**config.mk**
```make
export PLATFORM = sky130hd
export DESIGN_NAME = serial_comparator_flat
export DESIGN_NICKNAME = d
export VERILOG_FILES = /design/src/rtl/serial_comparator_if.sv /design/src/rtl/serial_comparator.sv /design/src/flat_wrapper.sv
export SDC_FILE = /design/constraint.sdc
export NUM_CORES = 1
export LEC_CHECK = 0
export ABC_AREA = 1
export CAP_MARGIN = 20
export CORE_UTILIZATION = 45
export CTS_CLUSTER_SIZE = 24
export DETAILED_ROUTE_END_ITERATION = 16
export DONT_BUFFER_PORTS = 1
export MAX_ROUTING_LAYER = met4
export SETUP_SLACK_MARGIN = 0.4
export SLEW_MARGIN = 20
export SYNTH_ARGS = -nofsm -noshare
export SYNTH_HDL_FRONTEND = slang
export SYNTH_SLANG_ARGS = --single-unit
```
**constraint.sdc**
```tcl
create_clock -name clk -period 2.1 [get_ports clk]
set_input_delay 0.315 -clock clk [delete_from_list [all_inputs] [get_ports clk]]
set_output_delay 0.315 -clock clk [all_outputs]
set_load 0.02 [all_outputs]
```
**src/rtl/serial_comparator_if.sv**
```systemverilog
// Handshake and result bundle for serial_comparator: start/a/b in, ready/busy/done and result flags out.
// master drives requests (the requester); slave is the comparator itself.
interface serial_comparator_if #(
    parameter int WIDTH = 4
);
    localparam int CW = $clog2(WIDTH) + 1;

    logic             start;
    logic [WIDTH-1:0] a;
    logic [WIDTH-1:0] b;
    logic             ready;
    logic             busy;
    logic             done;
    logic             a_bigger;
    logic             b_bigger;
    logic             equals;
    logic [CW-1:0]    bits_used;

    modport master (
        output start, a, b,
        input  ready, busy, done, a_bigger, b_bigger, equals, bits_used
    );

    modport slave (
        input  start, a, b,
        output ready, busy, done, a_bigger, b_bigger, equals, bits_used
    );
endinterface

```
**src/rtl/serial_comparator.sv**
```systemverilog
// Bit-serial unsigned magnitude comparator, MSB first: done pulses n+1 cycles after accept (n = bits examined).
// start is only taken while ready; requests during COMPARE/DONE are dropped, results hold until overwritten.
module serial_comparator #(
    parameter int WIDTH = 4
) (
    input  logic                clk,
    input  logic                rst_n,
    serial_comparator_if.slave  cmp
);
    localparam int IW = $clog2(WIDTH);
    localparam int CW = IW + 1;

    typedef enum logic [1:0] {
        IDLE,
        COMPARE,
        DONE
    } state_t;

    state_t           state;
    state_t           state_nxt;
    logic [WIDTH-1:0] a_reg;
    logic [WIDTH-1:0] b_reg;
    logic [IW-1:0]    idx;
    logic [IW-1:0]    idx_nxt;
    logic [CW-1:0]    cnt;
    logic [CW-1:0]    cnt_nxt;

    logic             res_ld;
    logic             res_a;
    logic             res_b;
    logic             res_eq;
    logic [CW-1:0]    res_n;

    logic             a_bit;
    logic             b_bit;
    logic             accept;

    logic             a_bigger_q;
    logic             b_bigger_q;
    logic             equals_q;
    logic [CW-1:0]    bits_used_q;

    assign a_bit  = a_reg[idx];
    assign b_bit  = b_reg[idx];
    assign accept = (state == IDLE) && cmp.start;

    always_ff @(posedge clk or negedge rst_n) begin
        if (!rst_n) begin
            state <= IDLE;
        end else begin
            state <= state_nxt;
        end
    end

    always_comb begin
        state_nxt = state;
        idx_nxt   = idx;
        cnt_nxt   = cnt;
        res_ld    = 1'b0;
        res_a     = 1'b0;
        res_b     = 1'b0;
        res_eq    = 1'b0;
        res_n     = cnt + CW'(1);
        case (state)
            IDLE: begin
                if (cmp.start) begin
                    state_nxt = COMPARE;
                    idx_nxt   = IW'(WIDTH - 1);
                    cnt_nxt   = '0;
                end
            end
            COMPARE: begin
                cnt_nxt = cnt + CW'(1);
                // First differing bit from the MSB decides; idx==0 with no difference means equal.
                if (a_bit != b_bit) begin
                    res_ld    = 1'b1;
                    res_a     = a_bit;
                    res_b     = b_bit;
                    state_nxt = DONE;
                end else if (idx == '0) begin
                    res_ld    = 1'b1;
                    res_eq    = 1'b1;
                    state_nxt = DONE;
                end else begin
                    idx_nxt = idx - IW'(1);
                end
            end
            DONE: begin
                state_nxt = IDLE;
            end
            default: begin
                state_nxt = IDLE;
            end
        endcase
    end

    always_ff @(posedge clk or negedge rst_n) begin
        if (!rst_n) begin
            a_reg <= '0;
            b_reg <= '0;
            idx   <= '0;
            cnt   <= '0;
        end else begin
            idx <= idx_nxt;
            cnt <= cnt_nxt;
            if (accept) begin
                a_reg <= cmp.a;
                b_reg <= cmp.b;
            end
        end
    end

    always_ff @(posedge clk or negedge rst_n) begin
        if (!rst_n) begin
            a_bigger_q  <= 1'b0;
            b_bigger_q  <= 1'b0;
            equals_q    <= 1'b0;
            bits_used_q <= '0;
        end else if (res_ld) begin
            a_bigger_q  <= res_a;
            b_bigger_q  <= res_b;
            equals_q    <= res_eq;
            bits_used_q <= res_n;
        end
    end

    assign cmp.ready     = (state == IDLE);
    assign cmp.busy      = (state == COMPARE);
    assign cmp.done      = (state == DONE);
    assign cmp.a_bigger  = a_bigger_q;
    assign cmp.b_bigger  = b_bigger_q;
    assign cmp.equals    = equals_q;
    assign cmp.bits_used = bits_used_q;
endmodule

```
**src/flat_wrapper.sv**
```systemverilog
// flat-port wrapper written by rule: the top's interface ports become plain ports
module serial_comparator_flat 
#(
    parameter int WIDTH = 4
)
  (clk, rst_n, cmp_start, cmp_a, cmp_b, cmp_ready, cmp_busy, cmp_done, cmp_a_bigger, cmp_b_bigger, cmp_equals, cmp_bits_used);
  serial_comparator_if #(.WIDTH(WIDTH)) cmp_i ();
  input  logic clk;
  input  logic rst_n;
  input wire logic [$bits(cmp_i.start)-1:0] cmp_start;
  input wire logic [$bits(cmp_i.a)-1:0] cmp_a;
  input wire logic [$bits(cmp_i.b)-1:0] cmp_b;
  output wire logic [$bits(cmp_i.ready)-1:0] cmp_ready;
  output wire logic [$bits(cmp_i.busy)-1:0] cmp_busy;
  output wire logic [$bits(cmp_i.done)-1:0] cmp_done;
  output wire logic [$bits(cmp_i.a_bigger)-1:0] cmp_a_bigger;
  output wire logic [$bits(cmp_i.b_bigger)-1:0] cmp_b_bigger;
  output wire logic [$bits(cmp_i.equals)-1:0] cmp_equals;
  output wire logic [$bits(cmp_i.bits_used)-1:0] cmp_bits_used;
  assign cmp_i.start = cmp_start;
  assign cmp_i.a = cmp_a;
  assign cmp_i.b = cmp_b;
  assign cmp_ready = cmp_i.ready;
  assign cmp_busy = cmp_i.busy;
  assign cmp_done = cmp_i.done;
  assign cmp_a_bigger = cmp_i.a_bigger;
  assign cmp_b_bigger = cmp_i.b_bigger;
  assign cmp_equals = cmp_i.equals;
  assign cmp_bits_used = cmp_i.bits_used;
  serial_comparator #(.WIDTH(WIDTH)) u_core (.clk(clk), .rst_n(rst_n), .cmp(cmp_i));
endmodule
```
# Word level (Yosys, flattened, before mapping)
# Cells that the tools add are included.
word_totals:
  reg_bits: 21
  output_inout_bits: 9
  wordCells: 49
  input_bits: 11
op_classes:
  reduce_logical: 7
  n_addsub: 2
  n_eq_ne: 7
  order_cmp: 1
  muxes: 23
op_table:
  columns: ["operator", "n"]
  rows:
  - ["$mux W2", 6]
  - ["$mux W1", 11]
  - ["$pmux W2 S2", 2]
  - ["$ne A2 B2 Y1 const B", 3]
  - ["$pmux W3 S2", 1]
  - ["$bmux W1 S2", 2]
  - ["$logic_not A2 Y1", 2]
  - ["$reduce_and A2 Y1", 2]
  - ["$reduce_and A4 Y1", 1]
  - ["$add A3 B1 Y3 const B", 1]
  - ["$lt A2 B3 Y1 const B", 1]
  - ["$mux W3", 1]
  - ["$ne A3 B1 Y1 const B", 1]
  - ["$eq A2 B1 Y1 const B", 1]
  - ["$eq A2 B2 Y1 const B", 1]
  - ["$reduce_bool A2 Y1", 1]
  - ["$sub A2 B1 Y2 const B", 1]
  - ["$logic_and A1 B1 Y1", 1]
  - ["$ne A1 B1 Y1", 1]

# Longest topological paths before layout
# Gate-level depths: netlist (run 1).
logic_depth:
  ltp_word: 5
  ltp_mapped: 12
  depth_no_buf: 11

# Least setup slack after synthesis (run 1)
# OpenSTA, ideal clock, no wires.
synth_path:
  path_kind: "register to register"
  startpoint: "reg u_core.idx[0]"
  endpoint: "reg u_core.idx[0]"
  synth_period_minus_slack_ns: 1.663
  arrival_time_ns: 1.546
  path_buffers: 2
  setup_time_ns: 0.117
  path_stages_with_launch: 12
  t_required_ns: 1.983
  path_slack_ns: 0.437
  cell_sequence: "dfrtp_1 > buf_2 > o21ai_0 > nand2_1 > nand2_1 > inv_1 > ha_1 > nand2_1 > nand2_2 > buf_6 > nand3_1 > nand2_1"
synth_between:
  elab_chain_len: 5
  word_cells_on_any_way: 13
  classes_between: "add/sub: 1; eq/ne: 3; mux: 7; reduce/logical: 2"
synth_rtl:
  columns: ["item", "line", "source"]
  rows:
  - ["start, declared", "serial_comparator.sv:23", "logic [IW-1:0] idx;"]
  - ["start signal, assigned", "serial_comparator.sv:104", "idx <= idx_nxt;"]
  - ["$bmux W1 S2, on equally long branches", "serial_comparator.sv:43, serial_comparator.sv:44", null]
  - ["$mux W1, on equally long branches", "serial_comparator.sv:43, serial_comparator.sv:44", null]
  - ["$ne A1 B1 Y1", "serial_comparator.sv:75", "if (a_bit != b_bit) begin"]
  - ["$ne A2 B2 Y1 (no line)", null, null]
  - ["$reduce_and A4 Y1 (no line)", null, null]
# Several ways; a longest one is shown, not always the timed one. The select of a mux whose other input is x is not followed.
# A chain may end at the register's enable or synchronous reset.

# Final worst setup path (run 1)
# Ends and elaborated chain as after synthesis.

==> load_flow_metrics.sql, run 1 <==
INSERT INTO impl_metrics (metric_group, metric, value, unit) VALUES
('status', 'outcome', 'finished clean', ''),
('clocking', 'cts_buffers', '3', ''),
('clocking', 'clk_transition_reported_paths', '110', 'ps'),
('placement', 'gp_routability_congestion', '0.745', ''),
('power_and_ir_drop', 'ir_drop', '940', 'µV'),
('hold_path', 'worstHoldStart', 'cmp_b[1]', ''),
('yosys', 'simple_gate_share_of_the_synthesized_area', '24.7', '%'),
('power_and_ir_drop', 'finalPower', '2.07', 'mW'),
('critical_path', 'timing_worst_setup_path_type', 'reg -> reg', ''),
('die', 'floorplan.die_area', '2470', 'µm²'),
('critical_path', 'cp.arrival', '1820', 'ps'),
('yosys', 'synth.mux.area_fraction', '0', '%'),
('routing', 'wl', '1850', 'µm'),
('critical_path', 'critPathRequiredTime', '2300', 'ps'),
('hold_path', 'hold-path-cell-count', '2', ''),
('routing', 'detail_route.iter0.violations', '13', ''),
('routing', 'wl_per_cell', '12.2', 'µm'),
('die', 'die-width', '49.7', 'µm'),
('sta', 'fin_setup_tns', '0', 'ps'),
('critical_path', 'delay_of_the_slowest_cell_on_the_worst_path', '420', 'ps'),
('sta', 'max_freq', '0.617', 'GHz'),
('sta', 'worst-slew-pin-transition', '927', 'ps'),
('global_routing', 'grt_first_pass_wirelength', '2930', 'µm'),
('power_and_ir_drop', 'clock_power_share', '9.1', '%'),
('yosys', 'synth_top_family_by_area', 'simple AND/OR/NAND/NOR gates', ''),
('die', 'fp.dieH', '49.7', 'µm'),
('global_routing', 'first_global_vias', '648', ''),
('yosys', 'mappedNetlistNets', '133', ''),
('yosys', 'synth-adder-area-share', '4.90', '%'),
('die', 'core_area', '2040', 'µm²'),
('power_and_ir_drop', 'static-leakage-power', '0.603', 'nW'),
('sta', 'min_period', '1620', 'ps'),
('clocking', 'clock_insertion_delay_worst_skew', '290', 'ps'),
('clocking', 'cts_max_level', '1', ''),
('critical_path', 'cp.depth', '11', ''),
('global_routing', 'initial_antenna_violation_count', '0', ''),
('clocking', 'clock_tree_from_tritoncts', 'done', ''),
('yosys', 'synthesis.area_per_instance', '8.66', 'µm²'),
('clocking', 'cts_buffer_depth', '2', ''),
('yosys', 'synth.distinct_cells', '19', ''),
('yosys', 'warning_count_from_the_yosys_run', '0', ''),
('critical_path', 'reg2reg_from', 'u_core.idx[0]', ''),
('finish', 'layout.cell_area.non_filler', '1150', 'µm²'),
('routing', 'postRouteAntennaNets', '0', ''),
('power_and_ir_drop', 'p_sw_share', '47.0', '%'),
('critical_path', 'critical_path.slowest_cell', 'sky130_fd_sc_hd__dfrtp_2', ''),
('critical_path', 'path_buf_inv', '3', ''),
('critical_path', 'crit_path_cell_trace', 'buf_6 > o21ai_1 > nand2_1 > nand2_2 > inv_2 > ha_4 > inv_1 > nor2_2 > nand2_2 > nand3_2 > nand2_1', ''),
('job', 'max_cap_viol_count', '0', ''),
('yosys', 'fraction_of_the_mapped_netlist_area_in_compound_gates', '10.3', '%'),
('critical_path', 'cp_max_fo', '5', ''),
('placement', 'count_of_buffers_from_port_buffering', '0', ''),
('critical_path', 'rrSetupSlack', '480', 'ps'),
('clocking', 'ctsRootBufferMaster', 'sky130_fd_sc_hd__clkbuf_4', ''),
('critical_path', 'rr_endpoint', 'u_core.idx[0]', ''),
('critical_path', 'worst_setup_path_start_kind', 'register', ''),
('global_routing', 'grtUsageTotal', '16.5', '%'),
('yosys', 'synthXorXnorAreaFrac', '0.857', '%'),
('finish', 'final_layout_size_suffix_gt1_share', '25.6', '%'),
('yosys', 'synth_cells', '118', ''),
('hold_path', 'hold-path-endpoint', 'u_core.b_reg[1]', ''),
('clocking', 'cts_num_sinks', '21', ''),
('sta', 'setup_violations', '0', ''),
('sta', 'finClkSkew', '1.21', 'ps'),
('critical_path', 'critPathTopFamily', 'simple AND/OR/NAND/NOR gates', ''),
('die', 'num_rows', '16', ''),
('finish', 'syn_to_final_growth', '13.0', '%'),
('sta', 'post_route_clock_period_utilization', '77.1', '%'),
('die', 'floorplan.initialDensity', '50.1', '%'),
('placement', 'placed_cell_area', '1030', 'µm²'),
('yosys', 'netlist_area', '1020', 'µm²');
worst reg2reg max path, stage by stage (launching register included):
cell and delay (ps):
sky130_fd_sc_hd__dfrtp_2 420, sky130_fd_sc_hd__buf_6 130, sky130_fd_sc_hd__o21ai_1 110, sky130_fd_sc_hd__nand2_1 70, sky130_fd_sc_hd__nand2_2 80, sky130_fd_sc_hd__inv_2 40
sky130_fd_sc_hd__ha_4 270, sky130_fd_sc_hd__inv_1 50, sky130_fd_sc_hd__nor2_2 120, sky130_fd_sc_hd__nand2_2 90, sky130_fd_sc_hd__nand3_2 80, sky130_fd_sc_hd__nand2_1 50
synthesized netlist by cell type:
cell type and number:
sky130_fd_sc_hd__ha_1 4, sky130_fd_sc_hd__o21ai_0 8, sky130_fd_sc_hd__inv_1 12, sky130_fd_sc_hd__a21oi_2 4
sky130_fd_sc_hd__buf_6 2, sky130_fd_sc_hd__dfrtp_1 21, sky130_fd_sc_hd__o21a_1 1, sky130_fd_sc_hd__o21ai_1 1
sky130_fd_sc_hd__buf_2 1, sky130_fd_sc_hd__nand2_4 1, sky130_fd_sc_hd__nand2_2 1, sky130_fd_sc_hd__nor2_1 6
sky130_fd_sc_hd__o21ai_2 2, sky130_fd_sc_hd__xnor2_1 1, sky130_fd_sc_hd__inv_2 2, sky130_fd_sc_hd__nor2_2 1
sky130_fd_sc_hd__nor2_4 1, sky130_fd_sc_hd__nand3_1 9, sky130_fd_sc_hd__nand2_1 40
power groups by stage:
stage / Clock [mW] / Combinational, mW / Sequential (mW)
final: 0.188 / 1.12 / 0.756
after global routing: 0.211 / 1.26 / 0.780
after CTS: 0.194 / 0.839 / 0.771
after detailed placement: 0 / 0.806 / 0.780
after global placement: 0 / 0.789 / 0.776
after floorplan: 0 / 0.752 / 0.732
placed cells by master (no fill, tap or decap):
cell and count:
sky130_fd_sc_hd__clkbuf_4 3, sky130_fd_sc_hd__o21a_1 1, sky130_fd_sc_hd__nand3_1 6, sky130_fd_sc_hd__buf_4 3
sky130_fd_sc_hd__ha_4 1, sky130_fd_sc_hd__buf_6 1, sky130_fd_sc_hd__nor2_1 5, sky130_fd_sc_hd__nand3_2 3
sky130_fd_sc_hd__o21ai_2 3, sky130_fd_sc_hd__dlygate4sd3_1 1, sky130_fd_sc_hd__dfrtp_2 1, sky130_fd_sc_hd__nand2_1 36
sky130_fd_sc_hd__ha_1 3, sky130_fd_sc_hd__nor2_2 2, sky130_fd_sc_hd__dfrtp_1 20, sky130_fd_sc_hd__nand2_2 5
sky130_fd_sc_hd__clkbuf_1 1, sky130_fd_sc_hd__o21ai_1 3, sky130_fd_sc_hd__inv_1 11, sky130_fd_sc_hd__o21ai_0 5
sky130_fd_sc_hd__inv_2 3, sky130_fd_sc_hd__xnor2_1 1, sky130_fd_sc_hd__nor2_4 1, sky130_fd_sc_hd__a21oi_2 4
sky130_fd_sc_hd__nand2_4 2
worst max-delay path by stage:
stage                   from             to  slack [ps]
2_1_floorplan  u_core.idx[0]  u_core.idx[0]         440
3_3_place_gp   u_core.idx[0]  u_core.idx[1]         390
3_5_place_dp   u_core.idx[0]  u_core.idx[1]         360
4_1_cts        u_core.idx[0]  u_core.idx[1]         410
5_1_grt        u_core.idx[0]  u_core.idx[0]         410
6_report       u_core.idx[0]  u_core.idx[0]         480
final cells by class:
type / instances / area (µm²)
Tap cell: 27 / 33.8
Sequential cell: 21 / 527
Clock buffer: 4 / 26.3
Inverter: 14 / 52.6
Fill cell: 200 / 887
Multi-Input combinational cell: 81 / 472
Timing Repair Buffer: 5 / 43.8
layer usage:
| layer | global-route usage (%) | routed length (µm) | up-vias |
|---|---|---|---|
| met1 | 22.6 | 932 | 355 |
| met3 | 4.32 | 85 | 4 |
| met5 | - | 0 | - |
| li1 | - | - | 384 |
| met2 | 22.7 | 793 | 21 |
| met4 | 7.14 | 37 | 0 |
cells by family (layout without fill, tap and decap cells):
family,count (synthesis),in the layout
flip-flops,21,21
XOR/XNOR,1,1
buffers and inverters,17,23
AND/OR/NAND/NOR,59,60
adder cells (fa/ha/maj),4,4
AO/OA/AOI/OAI,16,16
repair_timing:
item,CTS,global route
pin swaps,0,7
setup endpoints to repair,8,10
setup buffers,0,4
gates cloned,0,1
hold buffers,1,0
endpoints found under the hold margin,21,0
gates resized for setup,2,17
per-stage QoR:
stage,worst slack [ps],cells
5_1_grt,412,152
3_5_place_dp,358,142
3_3_place_gp,390,142
6_report,480,152
4_1_cts,410,147
2_1_floorplan,437,118
(Power assumes the default switching activity.)
==> run 2, diff against run 1 <==
- clock period: 2.1 -> 1.4 ns (I/O delays scaled with it)
==> run 2 against run 1 <==
  * The flow now finishes with violations (setup timing)
  * Critical path depth is the same
  * Sequential share of layout area down 8.9 points
  * Non-clock buffer count is 18 higher
==> load_flow_metrics.sql, run 2 (same netlist as run 1, synthesis figures left out) <==
INSERT INTO impl_metrics (metric_group, metric, value, unit) VALUES
('power_and_ir_drop', 'ir_drop', '1720', 'µV'),
('routing', 'postRouteAntennaNets', '0', ''),
('clocking', 'cts_buffers', '3', ''),
('die', 'floorplan.die_area', '2470', 'µm²'),
('sta', 'finalHoldViolCount', '0', ''),
('critical_path', 'timing_worst_setup_path_type', 'reg -> reg', ''),
('routing', 'vias', '835', ''),
('critical_path', 'timing.reg2reg.worst_path_depth', '11', ''),
('placement', 'dp_cells', '153', ''),
('clocking', 'ctsRootBufferMaster', 'sky130_fd_sc_hd__clkbuf_4', ''),
('hold_path', 'worstHoldStart', 'cmp_b[3]', ''),
('sta', 'worst-slew-pin-transition', '934', 'ps'),
('finish', 'mostFrequentLayoutCell', 'sky130_fd_sc_hd__nand2_1', ''),
('placement', 'gp_routability_congestion', '0.805', ''),
('clocking', 'clock_insertion_delay_worst_skew', '310', 'ps'),
('power_and_ir_drop', 'clock_power_share', '7.4', '%'),
('finish', 'instances_no_fill', '170', ''),
('power_and_ir_drop', 'p_switching', '1.75', 'mW'),
('global_routing', 'grtUsageTotal', '19.8', '%'),
('finish', 'final_layout_size_suffix_gt1_share', '51.7', '%'),
('global_routing', 'grt_start_max_net_pins', '22', ''),
('critical_path', 'rrSetupSlack', '-210', 'ps'),
('placement', 'place_ws', '-193', 'ps'),
('critical_path', 'cp.arrival', '1820', 'ps'),
('critical_path', 'worst_setup_path_start_kind', 'register', ''),
('die', 'floorplan.initialDensity', '50.1', '%'),
('power_and_ir_drop', 'power.density', '2730', 'nW/µm²'),
('global_routing', 'first_global_vias', '854', ''),
('die', 'core_area', '2040', 'µm²'),
('global_routing', 'grt_first_pass_wirelength', '3570', 'µm'),
('critical_path', 'critPathRequiredTime', '1610', 'ps'),
('hold_path', 'hold-path-cell-count', '2', ''),
('routing', 'drc', '0', ''),
('clocking', 'clk_transition_reported_paths', '120', 'ps'),
('clocking', 'cts_buffer_depth', '2', ''),
('critical_path', 'reg2reg_from', 'u_core.idx[0]', ''),
('hold_path', 'min-delay-path-class', 'in -> reg', ''),
('placement', 'count_of_buffers_from_port_buffering', '0', ''),
('routing', 'firstDrtPassIters', '2', ''),
('clocking', 'cts_num_sinks', '21', ''),
('finish', 'layout_common_cells', 'sky130_fd_sc_hd__nand2_1, sky130_fd_sc_hd__dfrtp_1, sky130_fd_sc_hd__buf_6, sky130_fd_sc_hd__buf_4', ''),
('sta', 'post_route_clock_period_utilization', '115', '%'),
('critical_path', 'rr_endpoint', 'u_core.cmp.bits_used[1]', ''),
('routing', 'detail_route.iter0.violations', '13', ''),
('power_and_ir_drop', 'comb_power_share', '63.0', '%'),
('status', 'outcome', 'complete, but fails checks', ''),
('sta', 'max_freq', '0.622', 'GHz'),
('clocking', 'cts_max_level', '1', ''),
('routing', 'detail_route.vias_per_cell', '4.91', ''),
('finish', 'insertedDiodeCount', '0', ''),
('die', 'die-width', '49.7', 'µm'),
('sta', 'setup_violations', '10', ''),
('finish', 'syn_to_final_growth', '42.8', '%'),
('sta', 'hold-worst-slack', '31.7', 'ps'),
('sta', 'min_period', '1610', 'ps'),
('power_and_ir_drop', 'sequentialPowerShare', '29.6', '%'),
('sta', 'setup_repair_after_global_routing_missed_its_margin', 'yes', ''),
('status', 'violations', 'setup timing', ''),
('sta', 'maxSlewHeadroom', '37.7', '%'),
('sta', 'setup_ws', '-209', 'ps'),
('power_and_ir_drop', 'p_int', '2.24', 'mW'),
('critical_path', 'cp_max_fo', '8', ''),
('placement', 'dpl.hpwl', '1340', 'µm'),
('job', 'max_cap_viol_count', '0', ''),
('die', 'num_rows', '16', ''),
('die', 'top_level_ports', '20', ''),
('hold_path', 'hold-path-endpoint', 'u_core.b_reg[3]', ''),
('die', 'fp.dieH', '49.7', 'µm'),
('power_and_ir_drop', 'static-leakage-power', '0.723', 'nW'),
('sta', 'finClkSkew', '4.73', 'ps'),
('sta', 'fin_setup_tns', '-1620', 'ps'),
('power_and_ir_drop', 'p_sw_share', '43.9', '%'),
('routing', 'wl_per_cell', '13.0', 'µm'),
('critical_path', 'nature_of_the_critical_path_endpoint', 'register', ''),
('sta', 'slew_violations', '0', ''),
('global_routing', 'initial_antenna_violation_count', '0', ''),
('global_routing', 'overflow_after_grt', '0', ''),
('routing', 'wl', '2210', 'µm'),
('clocking', 'clock_tree_from_tritoncts', 'done', ''),
('finish', 'finalNetCount', '159', '');
run 2: per-stage QoR:
step	utilization [%]	power (mW)	instance area, µm²
final	71.5	3.99	1460
after floorplan	-	2.37	1050
after CTS	66.5	3.64	1360
after global routing	71.5	4.30	1460
after global placement	56.1	2.82	1150
after detailed placement	56.1	2.86	1150
run 2: final cells by class:
cell class | instances | area [µm²]
repair buffers | 23 | 235
fillers | 164 | 582
well taps | 27 | 33.8
inverters | 14 | 55.1
flip-flops and latches | 21 | 537
clock buffers | 3 | 22.5
clock inverters | 1 | 5.00
multi-input cells | 81 | 572
run 2: worst max-delay path, cell delays in order, from the launching register on:
cell and delay (ps):
sky130_fd_sc_hd__dfrtp_2 450, sky130_fd_sc_hd__buf_6 130, sky130_fd_sc_hd__o21ai_2 90, sky130_fd_sc_hd__nand2_1 50
sky130_fd_sc_hd__nand2_1 90, sky130_fd_sc_hd__inv_2 50, sky130_fd_sc_hd__ha_4 250, sky130_fd_sc_hd__nand2_4 60
sky130_fd_sc_hd__nand2_4 60, sky130_fd_sc_hd__buf_12 130, sky130_fd_sc_hd__nand2_1 70, sky130_fd_sc_hd__o21ai_2 50
run 2: per-layer routing:
metal | vias to the layer above | GRT usage, % | part of all wire [%]
li1 | 420 | - | -
met1 | 400 | 24.4 | 44
met2 | 11 | 32.0 | 52
met3 | 4 | 3.40 | 2.5
met4 | 0 | 8.57 | 1.4
met5 | - | - | 0
run 2: worst max path at each step:
stage / slack, ps / depth (start not counted) / from / endpoint
after detailed placement: -190 / 11 / u_core.idx[0] / u_core.cmp.bits_used[2]
final: -210 / 11 / u_core.idx[0] / u_core.cmp.bits_used[1]
after floorplan: -90 / 11 / u_core.idx[0] / u_core.idx[0]
after CTS: -130 / 10 / u_core.idx[0] / u_core.idx[0]
after global routing: -280 / 11 / u_core.idx[0] / u_core.idx[0]
after global placement: -130 / 11 / u_core.idx[0] / u_core.idx[0]
run 2: timing repair:
action,in CTS,in global routing
resized for setup,36,24
pin swaps,8,10
hold buffers,1,0
endpoints found under the hold margin,21,0
cloned,1,0
endpoints found under the setup margin,30,51
buffers inserted,8,3
run 2: power by group through the flow:
stage	Combinational [mW]	Clock [mW]	Sequential, mW
3_3_place_gp	1.65	0	1.17
3_5_place_dp	1.68	0	1.17
5_1_grt	2.76	0.326	1.21
6_report	2.51	0.296	1.18
2_1_floorplan	1.26	0	1.11
4_1_cts	2.15	0.307	1.18
